===== config.mk =====
export PLATFORM = sky130hd
export DESIGN_NAME = lsu_mem_ctrl_flat
export DESIGN_NICKNAME = d
export VERILOG_FILES = /design/src/rtl/lsu_mem_ctrl_if.sv /design/src/rtl/lsu_mem_ctrl.sv /design/src/flat_wrapper.sv
export SDC_FILE = /design/constraint.sdc
export NUM_CORES = 1
export LEC_CHECK = 0
export ABC_CLOCK_PERIOD_IN_PS = 4110
export CORE_ASPECT_RATIO = 1.4
export CORE_MARGIN = 2
export CORE_UTILIZATION = 35
export CTS_CLUSTER_DIAMETER = 150
export DETAILED_ROUTE_END_ITERATION = 8
export PLACE_DENSITY = 0.65
export SETUP_SLACK_MARGIN = 0.05
export SYNTH_ARGS = -nofsm -noshare
export SYNTH_HDL_FRONTEND = slang
export SYNTH_SLANG_ARGS = --single-unit

===== constraint.sdc =====
create_clock -name clk -period 4.11 [get_ports clk]
set_clock_uncertainty 0.1 [all_clocks]
set_input_delay 1.0275 -clock clk [delete_from_list [all_inputs] [get_ports clk]]
set_output_delay 1.0275 -clock clk [all_outputs]
set_load 0.02 [all_outputs]

===== src/rtl/lsu_mem_ctrl_if.sv =====
// lsu_mem_ctrl_if -- bundle of the request, response and RAM-side signals
// of the load/store controller.
//
//   Request  : req_valid, req_ready, req_write, req_addr, req_wdata
//   Response : rsp_valid, rsp_ready, rsp_rdata
//   RAM side : mem_write, mem_addr, mem_data_in, mem_data_out
//
// Handshake rule for both the request and the response channel: the
// producer raises valid and holds its payload; a transfer happens on
// the rising clock edge where valid and ready are both 1.
//
// Modports:
//   slave  - the controller (accepts requests, drives responses and RAM).
//   master - the environment (requester plus RAM model).
interface lsu_mem_ctrl_if #(
    parameter int ADDR_W = 2,
    parameter int DATA_W = 8
);
    logic              req_valid;
    logic              req_ready;
    logic              req_write;
    logic [ADDR_W-1:0] req_addr;
    logic [DATA_W-1:0] req_wdata;

    logic              rsp_valid;
    logic              rsp_ready;
    logic [DATA_W-1:0] rsp_rdata;

    logic              mem_write;
    logic [ADDR_W-1:0] mem_addr;
    logic [DATA_W-1:0] mem_data_in;
    logic [DATA_W-1:0] mem_data_out;

    modport slave (
        input  req_valid, req_write, req_addr, req_wdata,
        input  rsp_ready, mem_data_out,
        output req_ready, rsp_valid, rsp_rdata,
        output mem_write, mem_addr, mem_data_in
    );

    modport master (
        output req_valid, req_write, req_addr, req_wdata,
        output rsp_ready, mem_data_out,
        input  req_ready, rsp_valid, rsp_rdata,
        input  mem_write, mem_addr, mem_data_in
    );
endinterface


===== src/rtl/lsu_mem_ctrl.sv =====
// lsu_mem_ctrl -- single-outstanding load/store controller in front of a
// synchronous-read RAM.
//
// Ports:
//   clk          - clock, all state changes on its rising edge
//   reset        - synchronous active-high reset
//   bus          - lsu_mem_ctrl_if.slave (request, response, RAM signals)
//   wr_count     - saturating count of completed stores
//   rd_count     - saturating count of completed loads
//   dbg_state_o  - current FSM state, for observation only
//
// Flow: IDLE accepts one request (req_ready=1 only there). A store goes
// through WRITE (one-cycle RAM write strobe), a load through READ_WAIT
// (address presented) and READ_CAP (RAM data arrives and is captured).
// Both end in RESP, which holds rsp_valid until rsp_ready, then returns
// to IDLE. All outputs are registers.
module lsu_mem_ctrl #(
    parameter int ADDR_W = 2,
    parameter int DATA_W = 8
) (
    input  logic                 clk,
    input  logic                 reset,
    lsu_mem_ctrl_if.slave        bus,
    output logic [7:0]           wr_count,
    output logic [7:0]           rd_count,
    output logic [2:0]           dbg_state_o
);

    typedef enum logic [2:0] {
        IDLE      = 3'd0,
        WRITE     = 3'd1,
        READ_WAIT = 3'd2,
        READ_CAP  = 3'd3,
        RESP      = 3'd4
    } state_t;

    state_t            state_q;
    logic              write_q;      // kind of the access in flight
    logic              req_ready_q;
    logic              rsp_valid_q;
    logic [DATA_W-1:0] rsp_rdata_q;
    logic              mem_write_q;
    logic [ADDR_W-1:0] mem_addr_q;   // doubles as the latched request address
    logic [DATA_W-1:0] mem_data_in_q;// doubles as the latched store data
    logic [7:0]        wr_cnt_q;
    logic [7:0]        rd_cnt_q;

    always_ff @(posedge clk) begin
        if (reset) begin
            state_q       <= IDLE;
            write_q       <= 1'b0;
            req_ready_q   <= 1'b1;
            rsp_valid_q   <= 1'b0;
            rsp_rdata_q   <= '0;
            mem_write_q   <= 1'b0;
            mem_addr_q    <= '0;
            mem_data_in_q <= '0;
            wr_cnt_q      <= 8'd0;
            rd_cnt_q      <= 8'd0;
        end else begin
            case (state_q)
                IDLE: begin
                    if (bus.req_valid && req_ready_q) begin
                        write_q     <= bus.req_write;
                        mem_addr_q  <= bus.req_addr;
                        req_ready_q <= 1'b0;
                        if (bus.req_write) begin
                            mem_write_q   <= 1'b1;
                            mem_data_in_q <= bus.req_wdata;
                            // Store acknowledges carry zero data; clearing it
                            // now keeps it stable for the whole response.
                            rsp_rdata_q   <= '0;
                            state_q       <= WRITE;
                        end else begin
                            state_q <= READ_WAIT;
                        end
                    end
                end
                WRITE: begin
                    mem_write_q <= 1'b0;
                    rsp_valid_q <= 1'b1;
                    state_q     <= RESP;
                end
                READ_WAIT: begin
                    // RAM sees the address this cycle; data is valid next cycle.
                    state_q <= READ_CAP;
                end
                READ_CAP: begin
                    rsp_rdata_q <= bus.mem_data_out;
                    rsp_valid_q <= 1'b1;
                    state_q     <= RESP;
                end
                RESP: begin
                    if (bus.rsp_ready) begin
                        rsp_valid_q <= 1'b0;
                        req_ready_q <= 1'b1;
                        state_q     <= IDLE;
                        if (write_q) begin
                            if (wr_cnt_q != 8'hFF) wr_cnt_q <= wr_cnt_q + 8'd1;
                        end else begin
                            if (rd_cnt_q != 8'hFF) rd_cnt_q <= rd_cnt_q + 8'd1;
                        end
                    end
                end
                default: begin
                    state_q     <= IDLE;
                    req_ready_q <= 1'b1;
                    rsp_valid_q <= 1'b0;
                    mem_write_q <= 1'b0;
                end
            endcase
        end
    end

    assign bus.req_ready   = req_ready_q;
    assign bus.rsp_valid   = rsp_valid_q;
    assign bus.rsp_rdata   = rsp_rdata_q;
    assign bus.mem_write   = mem_write_q;
    assign bus.mem_addr    = mem_addr_q;
    assign bus.mem_data_in = mem_data_in_q;
    assign wr_count        = wr_cnt_q;
    assign rd_count        = rd_cnt_q;
    assign dbg_state_o     = state_q;

endmodule


===== src/flat_wrapper.sv =====
// flat-port wrapper written by rule: the top's interface ports become plain ports
module lsu_mem_ctrl_flat 
#(
    parameter int ADDR_W = 2,
    parameter int DATA_W = 8
)
  (clk, reset, wr_count, rd_count, dbg_state_o, bus_req_valid, bus_req_write, bus_req_addr, bus_req_wdata, bus_rsp_ready, bus_mem_data_out, bus_req_ready, bus_rsp_valid, bus_rsp_rdata, bus_mem_write, bus_mem_addr, bus_mem_data_in);
  lsu_mem_ctrl_if #(.ADDR_W(ADDR_W), .DATA_W(DATA_W)) bus_i ();
  input  logic clk;
  input  logic reset;
  output logic [7:0] wr_count;
  output logic [7:0] rd_count;
  output logic [2:0] dbg_state_o;
  input wire logic [$bits(bus_i.req_valid)-1:0] bus_req_valid;
  input wire logic [$bits(bus_i.req_write)-1:0] bus_req_write;
  input wire logic [$bits(bus_i.req_addr)-1:0] bus_req_addr;
  input wire logic [$bits(bus_i.req_wdata)-1:0] bus_req_wdata;
  input wire logic [$bits(bus_i.rsp_ready)-1:0] bus_rsp_ready;
  input wire logic [$bits(bus_i.mem_data_out)-1:0] bus_mem_data_out;
  output wire logic [$bits(bus_i.req_ready)-1:0] bus_req_ready;
  output wire logic [$bits(bus_i.rsp_valid)-1:0] bus_rsp_valid;
  output wire logic [$bits(bus_i.rsp_rdata)-1:0] bus_rsp_rdata;
  output wire logic [$bits(bus_i.mem_write)-1:0] bus_mem_write;
  output wire logic [$bits(bus_i.mem_addr)-1:0] bus_mem_addr;
  output wire logic [$bits(bus_i.mem_data_in)-1:0] bus_mem_data_in;
  assign bus_i.req_valid = bus_req_valid;
  assign bus_i.req_write = bus_req_write;
  assign bus_i.req_addr = bus_req_addr;
  assign bus_i.req_wdata = bus_req_wdata;
  assign bus_i.rsp_ready = bus_rsp_ready;
  assign bus_i.mem_data_out = bus_mem_data_out;
  assign bus_req_ready = bus_i.req_ready;
  assign bus_rsp_valid = bus_i.rsp_valid;
  assign bus_rsp_rdata = bus_i.rsp_rdata;
  assign bus_mem_write = bus_i.mem_write;
  assign bus_mem_addr = bus_i.mem_addr;
  assign bus_mem_data_in = bus_i.mem_data_in;
  lsu_mem_ctrl #(.ADDR_W(ADDR_W), .DATA_W(DATA_W)) u_core (.clk(clk), .reset(reset), .bus(bus_i), .wr_count(wr_count), .rd_count(rd_count), .dbg_state_o(dbg_state_o));
endmodule

==> results of run 1 <==
where the power goes:
group          total (mW)  switching (mW)  internal, mW
combinational       0.105          0.0511        0.0538
sequential          0.424          0.0143         0.410
clock               0.241           0.121         0.121
cells by family (layout without fill, tap and decap cells):
family                     count (synthesis)  count (layout)  synth area share
muxes                                      7               7           0.04064
buffers and inverters                     15              76           0.03847
AOI/OAI and AO/OA                         41              41            0.1538
xor gates and xnor gates                   5               5           0.02540
DFF                                       41              41            0.4761
and+or+nand+nor                           86              86            0.2511
adders and majority gates                  2               2           0.01451
synth_stat cells (2+ instances only):
cell type	n	area (um^2)
dfxtp_1	41	820.8
nand2_1	31	116.4
a21oi_1	23	115.1
nand3_1	14	70.07
nor2_1	13	48.80
clkbuf_1	7	26.28
mux2i_1	7	70.07
inv_1	5	18.77
nor3_1	5	25.02
xor2_1	5	43.79
nand4_1	4	25.02
o21ai_0	4	20.02
a31oi_1	3	18.77
nand3b_1	3	22.52
nor4_1	3	18.77
and3_1	2	12.51
buf_2	2	10.01
ha_1	2	25.02
o2111ai_1	2	17.52
o31ai_1	2	15.01
or3_1	2	12.51
cell type report:
cell class                      count  area [um^2]  share of cell area
Multi-Input combinational cell    141        837.1              0.3396
Tap cell                           64        80.08             0.03249
Inverter                            5        18.77            0.007614
Sequential cell                    41        820.8              0.3330
Clock buffer                        8        80.08             0.03249
Timing Repair Buffer               63        628.1              0.2548
flip-flops by register name (all words and copies together) (netlist names):
signal / flops
u_core.bus.mem_addr: 2
u_core.bus.rsp_valid: 1
u_core.bus.mem_data_in: 8
u_core.bus.mem_write: 1
u_core.rd_count: 8
u_core.bus.req_ready: 1
u_core.dbg_state_o: 3
u_core.write_q: 1
u_core.wr_count: 8
u_core.bus.rsp_rdata: 8
layer usage:
metal,GRT usage,part of all wire,vias to the layer above
met5,0,0,-
met3,0.04140,0.047,2
li1,-,-,828
met4,0.07708,0.011,0
met2,0.2574,0.51,39
met1,0.1751,0.43,751
through the flow:
stage,utilization,hold slack [ns],cell area [um^2]
after floorplan,-,0.4327,1724
after global routing,0.5130,0.3811,2465
after global placement,0.4964,0.3429,2385
after detailed placement,0.4964,0.3500,2385
final,0.5130,0.3569,2465
after CTS,0.5130,0.3598,2465
path summary, 6_finish.rpt:
path	startpoint	cells past startpoint	slack, ns	endpoint
worst min register to register	u_core.bus.mem_data_in[4]	2	0.36	u_core.bus.mem_data_in[4]
worst max-delay path	u_core.dbg_state_o[0]	1	1.48	dbg_state_o[0]
worst max register to register	u_core.dbg_state_o[2]	4	2.06	u_core.bus.rsp_rdata[5]
worst min-delay path	u_core.bus.mem_data_in[4]	2	0.36	u_core.bus.mem_data_in[4]
==> key figures, run 1 <==
Outcome
  – Outcome: finished clean

Timing
  – Tmin final: 2.632 ns
  – Tightest Pin Transition: 0.7954 ns
  – FMAX: 0.3799 GHz
  – Count of final hold-check violations: 0
  – Setup violators final: 0
  – Slew margin rel.: 0.4681
  – Max-slew violations: 0
  – Setup TNS: 0 ns
  – Final setup margin: 1.478 ns
  – Post-route clock period utilization: 0.6404
  – Unrepaired setup endpoints after global routing: no

Detailed routing
  – DRC viols: 0
  – Drt total wl: 4143 um
  – Initial DRC Count: 35
  – ANT nets after route: 0
  – DR vias/cell: 5.031
  – DR pass1 iterations: 4
  – Routed vias: 1,620
  – Routed length per instance: 12.87 um

Final layout
  – Final-layout fill cell count: 528
  – Post-synthesis to final-layout area growth: 42.96%
  – Post-Layout Cell Count: 322
  – Share of cells above drive strength 1: 0.03488
  – Diode count: 0
  – Most frequent cells in the layout: clkdlybuf4s50_1, dfxtp_1, nand2_1, a21oi_1, nand3_1
  – Nets: 282
  – Most common cell after layout, fill and taps aside: clkdlybuf4s50_1

Power
  – Maximum vdd drop: 0.1473 mV
  – Total power: 770.6 uW
  – PwrDens: 312.6 nW/um^2
  – Pleak: 0.8421 nW

Placed design
  – Placer Congestion: 0.7659
  – Buffers added on ports: 62
  – Worst slack at placement: 1.253 ns
  – Hpwl dp: 3048 um
  – Cell count after placement: 314

Setup path
  – CP delay by family, top: buffers and inverters
  – Setup crit end kind: output port
  – CP Launch Type: flop
  – Worst path slowest cell: clkdlybuf4s50_1
  – Cell Chain, Critical Path: clkdlybuf4s50_1
  – CP Buf/Inv Count: 1
  – Critical Path AT: 1.50 ns
  – Critical Path Max Stage Delay: 0.69 ns
  – Crit Path Class: reg2out
  – Worst Path Max Fanout: 12
  – WP data required: 2.98 ns

Clock network
  – Num CTS Buffers: 5
  – H-tree levels: 2
  – Root Driver: clkbuf_8
  – Clk slew on worst S/H paths: 0.07 ns
  – Postcts setup bufs: 0
  – CTS tree: built
  – Skew-Pair Late Insertion Delay: 0.28 ns
  – Maximum clock path buffer count: 2
  – Hold-fix buffers, CTS: 0
  – Post-cts sizing count: 0
  – Clock sink count: 41

Floorplan
  – Core area: 4805 um^2
  – Die H: 87.05 um
  – Rows: 30
  – Die area: 5512 um^2
  – Die Width: 63.32 um
  – Top Ports: 63
  – Initial Utilization: 0.3589

Yosys
  – #FFs+latches synth: 41
  – FFs w/ async S/R, synth: 0
  – Syn_nets: 222
  – Mapped Cells: 197
  – Top_reg_cell synth: dfxtp_1
  – Post-Syn Area per Cell: 8.752 um^2
  – Synth warn: 0
  – Synth unique cells: 38
  – Number of synthesized flops with an enable pin: 0
  – Synth Cell Area: 1724 um^2
  – Sequential fraction of the synthesis area: 0.4761

Global routing
  – Largest net degree at the start of global routing: 22
  – Initial antenna violation count: 0
  – First-pass GRT wire length: 6630 um
  – Grt total ovfl: 0
  – Vias in the first global route: 1,478
  – Tot GR Track Use: 0.1519

Run
  – Max-Cap Viols: 0

Worst hold path
  – Worst min-delay path class: reg2reg
Power figures use the tool's default switching activity.
==> inputs of run 2 (changes only) <==
--- a/config.mk
+++ b/config.mk
@@ -5,7 +5,7 @@
 export SDC_FILE = /design/constraint.sdc
 export NUM_CORES = 1
 export LEC_CHECK = 0
-export ABC_CLOCK_PERIOD_IN_PS = 4110
+export ABC_CLOCK_PERIOD_IN_PS = 2600
 export CORE_ASPECT_RATIO = 1.4
 export CORE_MARGIN = 2
 export CORE_UTILIZATION = 35
==> constraint.sdc (replaced) <==
create_clock -name clk -period 2.6 [get_ports clk]
set_clock_uncertainty 0.1 [all_clocks]
set_input_delay 0.65 -clock clk [delete_from_list [all_inputs] [get_ports clk]]
set_output_delay 0.65 -clock clk [all_outputs]
set_load 0.02 [all_outputs]
==> run 2 against run 1 <==
Clock-buffer cell count stayed put. Total power is 62% higher. Sequential power is 58% higher. Flip-flop and latch count stayed put. Critical path type unchanged. Largest power group unchanged.
==> key figures, run 2 (synthesis gave the netlist of run 1 again) <==
Power
  – Pleak: 0.8560 nW (+1.7%)
  – PwrDens: 500.8 nW/um^2 (+60%)
  – Maximum vdd drop: 0.2991 mV (+100%)

Final layout
  – Most frequent cells in the layout: clkdlybuf4s50_1, dfxtp_1, nand2_1, a21oi_1, nand3_1
  – Share of cells above drive strength 1: 0.04598 (+0.01109)
  – Nets: 285 (+1.1%)
  – Diode count: 0 (unchanged)
  – Final-layout fill cell count: 522 (-1.1%)
  – Most common cell after layout, fill and taps aside: clkdlybuf4s50_1
  – Post-synthesis to final-layout area growth: 44.27%
  – Post-Layout Cell Count: 325 (+0.93%)
  – FF/Latch Area: 820.8 um^2 (unchanged)
  – Multi-input logic area: 837.1 um^2 (unchanged)

Floorplan
  – Initial Utilization: 0.3589 (unchanged)
  – Top Ports: 63 (unchanged)
  – Die Width: 63.32 um (unchanged)
  – Core area: 4805 um^2 (unchanged)
  – Die H: 87.05 um (unchanged)
  – Die area: 5512 um^2 (unchanged)
  – Rows: 30 (unchanged)

Timing
  – WHS: 0.3533 ns (-0.003656 ns)
  – Max-slew violations: 0 (unchanged)
  – Setup TNS: 0 ns (unchanged)
  – Unrepaired setup endpoints after global routing: no
  – Tightest Pin Transition: 0.4093 ns (-0.3862 ns)
  – Post-route clock period utilization: 0.8693
  – Setup violators final: 0 (unchanged)
  – Tmin final: 2.260 ns
  – FMAX: 0.4425 GHz
  – Slew margin rel.: 0.7251 (+0.2570)
  – Count of final hold-check violations: 0 (unchanged)

Global routing
  – Grt total ovfl: 0 (unchanged)
  – First-pass GRT wire length: 7010 um (+5.7%)
  – Initial antenna violation count: 0 (unchanged)
  – Vias in the first global route: 1,526 (+3.2%)
  – Largest net degree at the start of global routing: 18 (-18%)
  – Tot GR Track Use: 0.1625 (+0.01059)

Setup path
  – Reg-to-reg startpoint: u_core.dbg_state_o[2]
  – R2r setup slk: 0.76 ns (-1.30 ns)
  – Crit path from: u_core.dbg_state_o[0]
  – Worst Path Max Fanout: 12 (unchanged)
  – CP delay by family, top: buffers and inverters
  – Worst path slowest cell: clkdlybuf4s50_1
  – Cell Chain, Critical Path: clkdlybuf4s50_1
  – CP Launch Type: flop
  – Setup crit end kind: output port
  – Crit Path Class: reg2out
  – Critical Path AT: 1.51 ns (about the same)
  – Critical Path Max Stage Delay: 0.68 ns (about the same)
  – CP Buf/Inv Count: 1 (unchanged)
  – WP data required: 1.85 ns (-1.13 ns)

Detailed routing
  – DRC viols: 0 (unchanged)
  – ANT nets after route: 0 (unchanged)
  – Routed vias: 1,648 (+1.7%)
  – DR vias/cell: 5.071 (+0.79%)
  – Drt total wl: 4243 um (+2.4%)
  – Initial DRC Count: 64 (+83%)
  – DR pass1 iterations: 4 (unchanged)
  – Routed length per instance: 13.06 um (+1.5%)

Clock network
  – Clk slew on worst S/H paths: 0.07 ns (about the same)
  – Num CTS Buffers: 5 (unchanged)
  – CTS tree: built
  – Postcts setup bufs: 0 (unchanged)
  – Post-cts sizing count: 0 (unchanged)
  – Hold-fix buffers, CTS: 0 (unchanged)
  – Skew-Pair Late Insertion Delay: 0.29 ns (about the same)
  – H-tree levels: 2 (unchanged)
  – Maximum clock path buffer count: 2 (unchanged)
  – Clock sink count: 41 (unchanged)
  – Root Driver: clkbuf_8

Worst hold path
  – Hold path start: u_core.bus.mem_data_in[0]
  – Worst min-delay path class: reg2reg

Placed design
  – Hpwl dp: 3070 um (+0.75%)
  – Buffers added on ports: 62 (unchanged)
  – Placer Congestion: 0.8009 (+4.6%)
  – Cell count after placement: 317 (+0.96%)

Outcome
  – Outcome: finished clean

Run
  – Max-Cap Viols: 0 (unchanged)
## run 2: changes by cell type in the layout (fill, tap and decap cells not counted), sizes merged
cell  delta
buf      +3
## run 2: cell type report
| class | count | area share |
|---|---|---|
| multi-input cells | 141 | 0.3365 |
| flip-flops and latches | 41 | 0.3300 |
| repair buffers | 66 | 0.2616 |
| clock buffers | 8 | 0.03219 |
| well taps | 64 | 0.03219 |
| inverters | 5 | 0.007545 |
## run 2: layer usage
metal / vias to the layer above / GRT usage / wire length (um)
li1: 833 / - / -
met1: 768 / 0.1726 / 1712
met2: 42 / 0.2976 / 2231
met3: 5 / 0.04140 / 216
met4: 0 / 0.07708 / 83
met5: - / 0 / 0
## run 2: path summary, 6_finish.rpt
path / endpoint / cells past startpoint
setup reg to reg: u_core.wr_count[7] / 4
hold / removal: u_core.bus.mem_data_in[0] / 2
hold reg to reg: u_core.bus.mem_data_in[0] / 2
setup / recovery: dbg_state_o[0] / 1
## run 2: power by group
| part | internal [mW] | switching, mW | total [mW] | leakage (nW) |
|---|---|---|---|---|
| registers | 0.648 | 0.0219 | 0.670 | 0.332 |
| clock network | 0.191 | 0.215 | 0.406 | 0.0395 |
| logic | 0.0885 | 0.0818 | 0.170 | 0.484 |
| total | 0.927 | 0.318 | 1.25 | 0.856 |
## run 2: per-stage QoR
step	utilization	power [mW]	worst slack [ns]	instance area [um^2]
final	0.5177	1.246	0.3399	2487
after global routing	0.5177	1.307	0.2466	2487
after CTS	0.5177	1.260	0.3148	2487
after detailed placement	0.5010	0.8563	0.1785	2407
after global placement	0.5010	0.8545	0.2049	2407
after floorplan	-	0.7669	0.7727	1724
==> inputs of run 3 (changes only) <==
--- a/config.mk
+++ b/config.mk
@@ -12,7 +12,9 @@
 export CTS_CLUSTER_DIAMETER = 150
 export DETAILED_ROUTE_END_ITERATION = 8
 export PLACE_DENSITY = 0.65
+export REMOVE_ABC_BUFFERS = 1
 export SETUP_SLACK_MARGIN = 0.05
+export SLEW_MARGIN = 20
 export SYNTH_ARGS = -nofsm -noshare
 export SYNTH_HDL_FRONTEND = slang
 export SYNTH_SLANG_ARGS = --single-unit
==> run 3 against run 2 <==
Non-clock buffer count fell by 1. Highest routed layer unchanged. Largest cell class unchanged. Flip-flop and latch count is the same. Cell area up 0.55%.
==> key figures, run 3 (synthesis gave the netlist of run 1 again) <==
Outcome
  – Outcome: finished clean

Power
  – Combinational power share: 0.130 (-0.007)
  – Internal: 975.2 uW (+5.2%)
  – Sw Share: 0.2438 (-0.01183)
  – NetSw: 314.3 uW (-1.3%)
  – Clock power frac: 0.350 (+0.024)
  – PwrDens: 515.6 nW/um^2 (+3.0%)
  – Reg power frac: 0.519 (-0.019)
  – Maximum vdd drop: 0.2542 mV (-15%)
  – Pleak: 0.8659 nW (+1.2%)

Setup path
  – Cell Chain, Critical Path: clkdlybuf4s50_1
  – Crit Path Class: reg2out
  – Critical Path AT: 1.53 ns (+0.02 ns)
  – Reg-to-reg startpoint: u_core.dbg_state_o[2]
  – Critical Path Max Stage Delay: 0.69 ns (about the same)
  – R2r worst-path depth: 4 (unchanged)
  – CP Buf/Inv Count: 1 (unchanged)
  – CP Launch Type: flop
  – WP data required: 1.85 ns (about the same)
  – Crit path from: u_core.dbg_state_o[0]
  – Worst path slowest cell: clkdlybuf4s50_1
  – Crit path depth: 1 (unchanged)
  – R2r setup slk: 0.74 ns (-0.02 ns)
  – CP delay by family, top: buffers and inverters
  – Worst Path Max Fanout: 12 (unchanged)
  – Setup crit end kind: output port

Timing
  – Count of final hold-check violations: 0 (unchanged)
  – Max-slew violations: 0 (unchanged)
  – Setup violators final: 0 (unchanged)
  – Tightest Pin Transition: 0.4079 ns (-0.001326 ns)
  – Unrepaired setup endpoints after global routing: no
  – Slew margin rel.: 0.7260 (+0.0008910)
  – Tmin final: 2.279 ns (+0.01916 ns)
  – Post-route clock period utilization: 0.8766 (+0.007371)
  – Setup TNS: 0 ns (unchanged)
  – FMAX: 0.4387 GHz (-0.84%)

Placed design
  – Cell count after placement: 316 (-0.32%)
  – Buffers added on ports: 62 (unchanged)
  – Placer Congestion: 0.7818 (-2.4%)
  – Hpwl dp: 2945 um (-4.1%)

Global routing
  – Tot GR Track Use: 0.1584 (-0.004046)
  – First-pass GRT wire length: 6969 um (-0.58%)
  – Initial antenna violation count: 0 (unchanged)
  – Grt total ovfl: 0 (unchanged)
  – Largest net degree at the start of global routing: 18 (unchanged)
  – Vias in the first global route: 1,604 (+5.1%)

Detailed routing
  – Routed length per instance: 12.58 um (-3.6%)
  – DR pass1 iterations: 4 (unchanged)
  – DR vias/cell: 5.049 (-0.42%)
  – Initial DRC Count: 26 (-59%)
  – ANT nets after route: 0 (unchanged)
  – Drt total wl: 4077 um (-3.9%)
  – Routed vias: 1,636 (-0.73%)
  – DRC viols: 0 (unchanged)

Floorplan
  – Rows: 30 (unchanged)
  – Core area: 4805 um^2 (unchanged)
  – Die area: 5512 um^2 (unchanged)
  – Die Width: 63.32 um (unchanged)
  – Initial Utilization: 0.3589 (unchanged)
  – Top Ports: 63 (unchanged)
  – Die H: 87.05 um (unchanged)

Clock network
  – Hold-fix buffers, CTS: 0 (unchanged)
  – Postcts setup bufs: 0 (unchanged)
  – CTS tree: built
  – Num CTS Buffers: 5 (unchanged)
  – H-tree levels: 2 (unchanged)
  – Maximum clock path buffer count: 2 (unchanged)
  – Clock sink count: 41 (unchanged)
  – Clk slew on worst S/H paths: 0.07 ns (about the same)
  – Skew-Pair Late Insertion Delay: 0.29 ns (about the same)
  – Post-cts sizing count: 0 (unchanged)
  – Root Driver: clkbuf_8

Final layout
  – Post-synthesis to final-layout area growth: 45.07%
  – Most common cell after layout, fill and taps aside: clkdlybuf4s50_1
  – Nets: 284 (-0.35%)
  – Final-layout fill cell count: 514 (-1.5%)
  – FF/Latch Area: 820.8 um^2 (unchanged)
  – Diode count: 0 (unchanged)
  – Most frequent cells in the layout: clkdlybuf4s50_1, dfxtp_1, nand2_1, a21oi_1, nand3_1
  – Multi-input logic area: 837.1 um^2 (unchanged)
  – Share of cells above drive strength 1: 0.05385 (+0.007869)
  – Post-Layout Cell Count: 324 (-0.31%)

Worst hold path
  – Hold path start: u_core.bus.mem_data_in[5]
  – Worst min-delay path class: reg2reg
  – WHS Path Cells: 2 (unchanged)

Run
  – Max-Cap Viols: 0 (unchanged)
## run 3: worst paths after layout
check	endpoint
setup / recovery	dbg_state_o[0]
hold / removal	u_core.bus.mem_data_in[5]
setup reg to reg	u_core.wr_count[7]
hold reg to reg	u_core.bus.mem_data_in[5]
## run 3: routing by layer
| metal | GRT usage | part of all wire | wire [um] | vias up |
|---|---|---|---|---|
| met2 | 0.2651 | 0.46 | 1890 | 45 |
| met5 | 0 | 0 | 0 | - |
| met1 | 0.1905 | 0.47 | 1915 | 758 |
| met3 | 0.04528 | 0.048 | 195 | 6 |
| met4 | 0.06522 | 0.019 | 76 | 0 |
| li1 | - | - | - | 827 |
## run 3: cell type report
cell class,count,share of cell area
Multi-Input combinational cell,141,0.3347
Clock buffer,7,0.03852
Timing Repair Buffer,65,0.2571
Sequential cell,41,0.3282
Tap cell,64,0.03202
Clock inverter,1,0.002001
Inverter,5,0.007504
## run 3: stage by stage
stage	cell area, um^2	total power [mW]	utilization	hold WS, ns	worst slack [ns]
6_report	2501	1.290	0.5206	0.3528	0.3208
5_1_grt	2501	1.354	0.5206	0.3797	0.2378
4_1_cts	2501	1.313	0.5206	0.3584	0.3109
3_5_place_dp	2400	0.8546	0.4995	0.3468	0.1673
3_3_place_gp	2400	0.8536	0.4995	0.3416	0.1934
2_1_floorplan	1677	0.7538	-	0.4266	0.7785
## run 3: power groups by stage
stage	combinational (mW)	clock (mW)	sequential, mW
after floorplan	0.0501	0	0.704
after global placement	0.169	0	0.684
after detailed placement	0.170	0	0.685
after CTS	0.171	0.473	0.670
after global routing	0.182	0.498	0.674
final	0.168	0.451	0.670
